`config.mk`:
```
export PLATFORM = sky130hd
export DESIGN_NAME = hex_keypad_entry
export DESIGN_NICKNAME = d
export VERILOG_FILES = /design/src/rtl/hex_keypad_entry.sv
export SDC_FILE = /design/constraint.sdc
export NUM_CORES = 1
export LEC_CHECK = 0
export ABC_CLOCK_PERIOD_IN_PS = 3550
export CORE_MARGIN = 4
export CORE_UTILIZATION = 57
export CTS_BUF_LIST = sky130_fd_sc_hd__clkbuf_2
export DETAILED_ROUTE_END_ITERATION = 8
export GPL_TIMING_DRIVEN = 0
export PLACE_DENSITY = 0.87
export SLEW_MARGIN = 10
export SYNTH_ARGS = -nofsm -noshare
export SYNTH_HDL_FRONTEND = slang
export SYNTH_SLANG_ARGS = --single-unit
```
`constraint.sdc`:
```
create_clock -name clk -period 3.55 [get_ports clk]
set_clock_uncertainty 0.2 [all_clocks]
set_input_delay 0.355 -clock clk [delete_from_list [all_inputs] [get_ports clk]]
set_output_delay 0.355 -clock clk [all_outputs]
set_load 0.03 [all_outputs]
```
`src/rtl/hex_keypad_entry.sv`:
```
// hex_keypad_entry: 4x4 hex matrix keypad scanner with debounce, a 32-bit
// shift-in entry register, and a committed value register offered to the
// processor under a valid/ack handshake.
//
// Optional build feature: define KEYPAD_LONGPRESS_CLEAR_EN to make a key held
// for LONGPRESS_SCANS samples zero the entry register (once per press).
//
// Handshake: value_valid stays high while value_out holds a value the
// consumer has not yet taken; value_ack in a cycle with value_valid high
// consumes it. A commit is taken only when value_out is free (value_valid low)
// or is being consumed in the same cycle (value_ack high); otherwise the
// commit is dropped and the sticky overrun flag is raised.
module hex_keypad_entry #(
   parameter int SCAN_DIV        = 50000,
   parameter int DEBOUNCE_SCANS  = 4,
   parameter int LONGPRESS_SCANS = 400
) (
   input  logic        clk,
   input  logic        rst,
   input  logic [3:0]  row_in,
   output logic [3:0]  col_out,
   input  logic        clear,
   input  logic        commit,
   input  logic        value_ack,
   output logic [31:0] entry_out,
   output logic [3:0]  digit_count,
   output logic        key_valid,
   output logic [3:0]  key_code,
   output logic [31:0] value_out,
   output logic        value_valid,
   output logic        overrun
);

   localparam int             CW        = $clog2(SCAN_DIV);
   localparam logic [CW-1:0]  SLOT_LAST = CW'(SCAN_DIV - 1);
   localparam logic [15:0]    DEB_N     = 16'(DEBOUNCE_SCANS);

   typedef enum logic [1:0] {S_SCAN, S_DEBOUNCE, S_HELD} state_t;

   // state is the FSM's observable state for checkers bound to this module
   state_t        state;
   logic [3:0]    row_meta;
   logic [3:0]    row_sync;
   logic [CW-1:0] slot_cnt;
   logic [1:0]    col_idx;
   logic [3:0]    pattern;
   logic [15:0]   stable_cnt;
   logic [15:0]   release_cnt;

   logic          sample;
   logic          rows_idle;
   logic          accept;
   logic [3:0]    accept_code;
   logic          lp_fire;
   logic          commit_ok;
   logic [31:0]   next_entry;
   logic [3:0]    next_count;

   // Lowest-numbered active (low) row wins when several rows are pressed
   function automatic logic [1:0] low_row(input logic [3:0] r);
      if (!r[0])      return 2'd0;
      else if (!r[1]) return 2'd1;
      else if (!r[2]) return 2'd2;
      else            return 2'd3;
   endfunction

   assign sample    = (slot_cnt == SLOT_LAST);
   assign rows_idle = &row_sync;
   assign commit_ok = commit && (!value_valid || value_ack);

   // Two-flop synchronizer for the asynchronous, pulled-up row lines
   always_ff @(posedge clk) begin
      if (rst) begin
         row_meta <= 4'hF;
         row_sync <= 4'hF;
      end else begin
         row_meta <= row_in;
         row_sync <= row_meta;
      end
   end

   // Column slot timer; the last cycle of each slot is the sample point
   always_ff @(posedge clk) begin
      if (rst)         slot_cnt <= '0;
      else if (sample) slot_cnt <= '0;
      else             slot_cnt <= slot_cnt + 1'b1;
   end

   // Decide whether this sample completes a debounced press
   always_comb begin
      accept      = 1'b0;
      accept_code = {low_row(pattern), col_idx};
      if (sample) begin
         case (state)
            S_SCAN: begin
               if (!rows_idle && DEBOUNCE_SCANS == 1) begin
                  accept      = 1'b1;
                  accept_code = {low_row(row_sync), col_idx};
               end
            end
            S_DEBOUNCE: begin
               if (row_sync == pattern && (stable_cnt + 16'd1) == DEB_N)
                  accept = 1'b1;
            end
            default: ;
         endcase
      end
   end

   // Scan / debounce / held FSM, advancing the column only when idle
   always_ff @(posedge clk) begin
      if (rst) begin
         state       <= S_SCAN;
         col_out     <= 4'b1110;
         col_idx     <= 2'd0;
         pattern     <= 4'hF;
         stable_cnt  <= '0;
         release_cnt <= '0;
      end else if (sample) begin
         case (state)
            S_SCAN: begin
               if (rows_idle) begin
                  col_out <= {col_out[2:0], col_out[3]};
                  col_idx <= col_idx + 2'd1;
               end else begin
                  pattern     <= row_sync;
                  stable_cnt  <= 16'd1;
                  release_cnt <= '0;
                  state       <= accept ? S_HELD : S_DEBOUNCE;
               end
            end
            S_DEBOUNCE: begin
               if (row_sync == pattern) begin
                  stable_cnt <= stable_cnt + 16'd1;
                  if (accept) begin
                     state       <= S_HELD;
                     release_cnt <= '0;
                  end
               end else begin
                  state   <= S_SCAN;
                  col_out <= {col_out[2:0], col_out[3]};
                  col_idx <= col_idx + 2'd1;
               end
            end
            S_HELD: begin
               if (rows_idle) begin
                  if ((release_cnt + 16'd1) == DEB_N) begin
                     state       <= S_SCAN;
                     release_cnt <= '0;
                     col_out     <= {col_out[2:0], col_out[3]};
                     col_idx     <= col_idx + 2'd1;
                  end else begin
                     release_cnt <= release_cnt + 16'd1;
                  end
               end else begin
                  release_cnt <= '0;
               end
            end
            default: state <= S_SCAN;
         endcase
      end
   end

`ifdef KEYPAD_LONGPRESS_CLEAR_EN
   localparam logic [15:0] LP_N = 16'(LONGPRESS_SCANS);
   logic [15:0] lp_cnt;
   logic        lp_done;

   assign lp_fire = sample && (state == S_HELD) && !rows_idle && !lp_done &&
                    ((lp_cnt + 16'd1) == LP_N);

   // Count consecutive held samples; fire the clear once per press
   always_ff @(posedge clk) begin
      if (rst || state != S_HELD) begin
         lp_cnt  <= '0;
         lp_done <= 1'b0;
      end else if (sample) begin
         if (rows_idle) begin
            lp_cnt <= '0;
         end else begin
            if (!lp_done) lp_cnt <= lp_cnt + 16'd1;
            if (lp_fire)  lp_done <= 1'b1;
         end
      end
   end
`else
   assign lp_fire = 1'b0;
`endif

   // Entry value after this cycle's key and clear, before any commit
   always_comb begin
      next_entry = entry_out;
      next_count = digit_count;
      if (accept) begin
         next_entry = {entry_out[27:0], accept_code};
         next_count = (digit_count == 4'd8) ? 4'd8 : digit_count + 4'd1;
      end
      if (clear || lp_fire) begin
         next_entry = '0;
         next_count = '0;
      end
   end

   // Entry register, key report, and committed-value handshake
   always_ff @(posedge clk) begin
      if (rst) begin
         entry_out   <= '0;
         digit_count <= '0;
         key_valid   <= 1'b0;
         key_code    <= '0;
         value_out   <= '0;
         value_valid <= 1'b0;
         overrun     <= 1'b0;
      end else begin
         key_valid <= accept;
         if (accept) key_code <= accept_code;
         if (commit_ok) begin
            value_out   <= next_entry;
            value_valid <= 1'b1;
            entry_out   <= '0;
            digit_count <= '0;
         end else begin
            entry_out   <= next_entry;
            digit_count <= next_count;
            if (value_ack) value_valid <= 1'b0;
            if (commit)    overrun     <= 1'b1;
         end
      end
   end

endmodule

```
# After elaboration in Yosys (flattened, before gate mapping)
# Cells that the tools add are included.
word_totals:
  inputBits: 9
  latchBits: 0
  register_bits: 143
  mem_count: 0
  out_inout_bits: 79
  wordCells: 93
  mem_bits_ro: 0
  ramBits: 0
classes:
  n_addsub: 5
  n_mux: 37
  multipliers: 0
  shift: 0
  n_lt_le_gt_ge: 0
  div_mod_pow: 0
  reduce_logical: 18
  bitwise_logic: 2
  eq_ne: 15
op_table:
  columns: ["operator", "count"]
  rows:
  - ["16-bit 2-to-1 mux", 7]
  - ["32-bit 2-to-1 mux", 2]
  - ["16-bit by 1-bit adder with 16-bit output, second input constant", 3]
  - ["16-bit case mux with 3 select lines", 1]
  - ["16-bit by 3-bit == test with 1-bit output, second input constant", 2]
  - ["16-bit case mux with 2 select lines", 1]
  - ["2-bit 2-to-1 mux", 12]
  - ["4-bit 2-to-1 mux", 5]
  - ["16-bit == test, second input constant", 1]
  - ["2-bit != test, second input constant", 7]
  - ["2-bit case mux with 3 select lines", 2]
  - ["4-bit case mux with 3 select lines", 1]
  - ["5-bit AND reduction", 2]
  - ["4-bit AND reduction", 2]
  - ["1-bit 2-to-1 mux", 6]
  - ["6-bit AND reduction", 1]
  - ["4-bit by 1-bit adder with 4-bit output, second input constant", 1]
  - ["4-bit == test", 1]
  - ["4-bit == test, second input constant", 1]
  - ["2-bit nonzero test", 2]
  - ["2-bit OR reduction", 2]
  - ["3-bit != test, second input constant", 1]
  - ["3-bit AND reduction", 1]
  - ["3-bit nonzero test", 1]
  - ["10 further kinds", 12]

# Longest topological paths before layout
depth:
  word_depth: 9
  mapped_depth: 9
  depth_no_buf: 7

# Worst setup path after synthesis
# No wires, ideal clock.
synth_timing:
  path_kind: "flip-flop to flip-flop"
  startpoint: "register stable_cnt[0]"
  endpoint: "register value_out[4]"
  slack_ns: 0.704
  stages_incl_launch_ff: 10
  period_less_slack_ns: 2.846
  required_ns: 3.228
  n_path_buf: 3
  arrival_ns: 2.524
  setup_time_ns: 0.122
  cell_sequence: "dfxtp_1 -> clkbuf_1 -> nand4_1 -> nor4_2 -> mux2_2 -> o22ai_1 -> clkbuf_1 -> clkbuf_1 -> nor3_1 -> a221o_1"
synth_via:
  elab_chain_cells: 8
synth_rtl:
  columns: ["element", "line", "text"]
  rows:
  - ["from (decl)", "47", "logic [15:0] stable_cnt;"]
  - ["from (signal assigned)", "134", "stable_cnt <= stable_cnt + 16'd1;"]
  - ["16-bit by 1-bit adder with 16-bit output", "102", "if (row_sync == pattern && (stable_cnt + 16'd1) == DEB_N)"]
  - ["16-bit by 3-bit == test with 1-bit output", "102", null]
  - ["1-bit logical AND", "102", null]
  - ["1-bit 2-to-1 mux", "102", null]
  - ["1-bit 2-to-1 mux", "94", "case (state)"]
  - ["1-bit 2-to-1 mux", "93", "if (sample) begin"]
  - ["32-bit 2-to-1 mux", "194", "if (accept) begin"]
  - ["32-bit 2-to-1 mux", "198", "if (clear || lp_fire) begin"]
  - ["to (signal assigned)", "218", "value_out <= next_entry;"]
  - ["to (decl)", "29", "output logic [31:0] value_out,"]
# No other way between the ends.
# A chain may end at the register's enable or synchronous reset.

# Final worst setup path
layout_timing:
  startpoint: "register slot_cnt[13]"
  endpoint: "register release_cnt[15]"
layout_via:
  elab_chain_cells: 4
layout_rtl:
  columns: ["element", "line", "text"]
  rows:
  - ["from (decl)", "44", "logic [CW-1:0] slot_cnt;"]
  - ["from (signal assigned)", "86", "else slot_cnt <= slot_cnt + 1'b1;"]
  - ["16-bit == test *", "67", "assign sample = (slot_cnt == SLOT_LAST);"]
  - ["1-bit 2-to-1 mux", "93", null]
  - ["2-bit != test (no line)", null, null]
  - ["5-bit AND reduction (no line) *", null, null]
  - ["to (signal assigned)", "153", "release_cnt <= release_cnt + 16'd1;"]
  - ["to (decl)", "48", "logic [15:0] release_cnt;"]
# Every way passes the cells marked *; elsewhere a longest branch is shown, timed or not.

==> impl_metrics.env <==
export IMPL_status="complete, no violations"
export IMPL_vias=6760
export IMPL_period_minus_slack_ns=3.45
export IMPL_layout_commonest_cell="dfxtp_1"
export IMPL_initial_utilization_pct=58.5
export IMPL_min_from="commit"
export IMPL_nets=944
export IMPL_yosys_area_top_type_share_pct=42.5
export IMPL_async_flop_share_pct=0
export IMPL_hp_class="input pin to flop"
export IMPL_slew_violations=0
export IMPL_finalHoldViolations=0
export IMPL_yosys_warnings=0
export IMPL_slew_headroom_pct=49.5
export IMPL_clkTransAtPathRegs_ns=0.20
export IMPL_crit_type="flop to flop"
export IMPL_ant_nets=0
export IMPL_p_leak_nw=2.64
export IMPL_cap_viol_max_count=0
export IMPL_dieArea_sq_um=13600
export IMPL_crit_arrival_ns=3.83
export IMPL_drive_above_1_share_pct=7.66
export IMPL_core_area_sq_um=11500
export IMPL_yosys_cell_types_count=64
export IMPL_die_h_microns=117
export IMPL_syn_area_sq_um=6740
export IMPL_whs_ns=0.0800
export IMPL_track_usage_pct=27.8
export IMPL_cts_max_level=4
export IMPL_fin_area_sq_um=8170
export IMPL_utilization_pct=70.9
export IMPL_synth_top_cell_by_area="dfxtp_1"
export IMPL_std_cell_rows=39
export IMPL_power_per_cell_area_nw_per_um2=353
export IMPL_synth_edff_count=0
export IMPL_grt_ovfl_total=0
export IMPL_synth_area_leaders="dfxtp_1 42%, a21oi_1 5.2%, nand3_1 4.1%"
export IMPL_synth_nets=833
export IMPL_gp_congestion=0.962
export IMPL_worstReg2RegEnd="release_cnt[15]"
export IMPL_clock_root_buffer="clkbuf_2"
export IMPL_hpwl_microns=13100
export IMPL_grt_pass1_wl_microns=30000
export IMPL_antenna_cells=0
export IMPL_clk_latency_ns=0.73
export IMPL_cp_required_ns=3.93
export IMPL_syn2layout_area_growth_pct=21.1
export IMPL_clock_fmax_mhz=290
export IMPL_dr_first_iter_drc_count=818
export IMPL_yosysSeqAreaShare_pct=42.5
export IMPL_ios=88
export IMPL_layout_common_cells="143 x dfxtp_1, 86 x clkdlybuf4s50_1, 70 x nand2_1, 70 x a21oi_1, 57 x nor2_1"
export IMPL_min_path_cells=3
export IMPL_first_pass_iters=7
export IMPL_cts_buffers=17
export IMPL_multi_input_area_sq_um=3550
export IMPL_end_kind="flop"
export IMPL_startpoint_type="flop"
export IMPL_fin_tns_setup_ns=0
export IMPL_seq_area_sq_um=2860
export IMPL_r2r_start="slot_cnt[13]"
export IMPL_r2r_cells=8
export IMPL_hold_end="value_valid"
export IMPL_wl_per_cell_microns=17.1
export IMPL_finalPower_mw=2.88
export IMPL_cts_tree="yes"
export IMPL_grt_start_max_net_pins=17
export IMPL_critPathMaxFanout=10
export IMPL_ys_ff_latch=143
export IMPL_tightest_slew_ns=0.751
export IMPL_drc=0
export IMPL_synth_flop_cell="dfxtp_1"
export IMPL_place_area_sq_um=7780
export IMPL_peakVddDrop_mv=0.313
export IMPL_via_per_inst=6.24
export IMPL_rsz0062_at_grt="no"
export IMPL_grt_pass1_vias=6058
export IMPL_clk_path_buf_depth=2
export IMPL_wl_microns=18500
export IMPL_syn_inst=818
export IMPL_r2r_slack_ns=0.1
export IMPL_die_w_microns=117
export IMPL_finalCritPeriodShare_pct=97.2
export IMPL_cts_sinks=143
export IMPL_postSynthAreaPerCell_sq_um=8.24
export IMPL_nFillCells=910
export IMPL_antenna_found_initial=0
export IMPL_setup_viol=0
export IMPL_numPortBuffers=86
## state kept, by name, summed over array words and instances (netlist names)
register,flops
digit_count,4
state,2
pattern,4
row_sync,4
slot_cnt,16
entry_out,32
stable_cnt,16
value_out,32
value_valid,1
col_idx,2
key_code,4
col_out,4
overrun,1
row_meta,4
key_valid,1
release_cnt,16
## timing repair
| action | 4_1_cts | 5_1_grt |
|---|---|---|
| setup endpoints to repair | 0 | 63 |
| hold buffers | 5 | 0 |
| resized for setup | 0 | 14 |
| buffers inserted | 0 | 1 |
| endpoints found under the hold margin | 5 | 0 |
## logic make-up after synthesis
logic type,after synthesis,share of synthesized area [%]
AOI/OAI and AO/OA,228,21.6
xor gates and xnor gates,25,3.25
adders and majority gates,6,1.11
buffers and inverters,86,5.07
DFF,143,42.5
muxes,10,1.54
and+or+nand+nor,320,24.9
## synthesized netlist by cell type, drive strengths merged, types with 5 or more instances
cell type	count
or3	22
nand2b	9
ha	6
and4	8
o2111ai	5
o21ai	60
dfxtp	143
and3	6
inv	23
a211oi	8
nor2b	10
a211o	5
nor2	59
o221ai	10
a221o	10
xnor2	17
nand2	70
nand3	55
a21oi	70
clkbuf	48
xor2	8
nand3b	5
and2	6
nand4	16
mux2i	7
buf	15
o211ai	32
or2	8
o22ai	6
nor4	13
or4	5
nor3	19
## routing by layer
metal	GRT usage, %	up-vias	routed length, microns
met5	0	-	0
met4	10.3	0	491
met3	6.53	46	1570
met2	44.7	323	8610
met1	36.4	3174	7850
li1	-	3217	-
## through the flow
step | instances | setup slack (ns)
after floorplan | 818 | 0.704
after global placement | 1047 | 0.147
after detailed placement | 1047 | 0.146
after CTS | 1082 | 0.105
after global routing | 1083 | 0.00301
final | 1083 | 0.0998
## worst max-delay path, cell delays in order (launching register included)
cell	delay, ns
dfxtp_1	0.39
or4_1	0.54
or4_4	0.54
buf_2	0.24
nor2_2	0.28
o221ai_1	0.35
o21ai_1	0.37
buf_2	0.30
o22ai_1	0.11
## final cells by class
type                       count  area share [%]
buffer                        63            3.20
tap                          143            2.19
clock inverter                13            2.70
clock buffer                  17            1.04
multi-input combinational    589            43.5
timing repair buffer          92            11.2
inverter                      23            1.06
sequential                   143            35.1
## report_power, final
part / switching, mW / internal [mW]
clock: 0.580 / 0.590
sequential: 0.00536 / 1.62
combinational: 0.0601 / 0.0308
## how the worst max path moves through the flow
stage,from,to,slack (ns),cells past startpoint
2_1_floorplan,stable_cnt[0],value_out[4],0.70,9
3_3_place_gp,stable_cnt[0],value_out[4],0.15,9
3_5_place_dp,stable_cnt[0],value_out[6],0.15,9
4_1_cts,stable_cnt[0],value_out[6],0.11,9
5_1_grt,slot_cnt[11],release_cnt[15],0.003,8
6_report,slot_cnt[13],release_cnt[15],0.1,8
No activity file was read; power rests on OpenSTA's default activity.
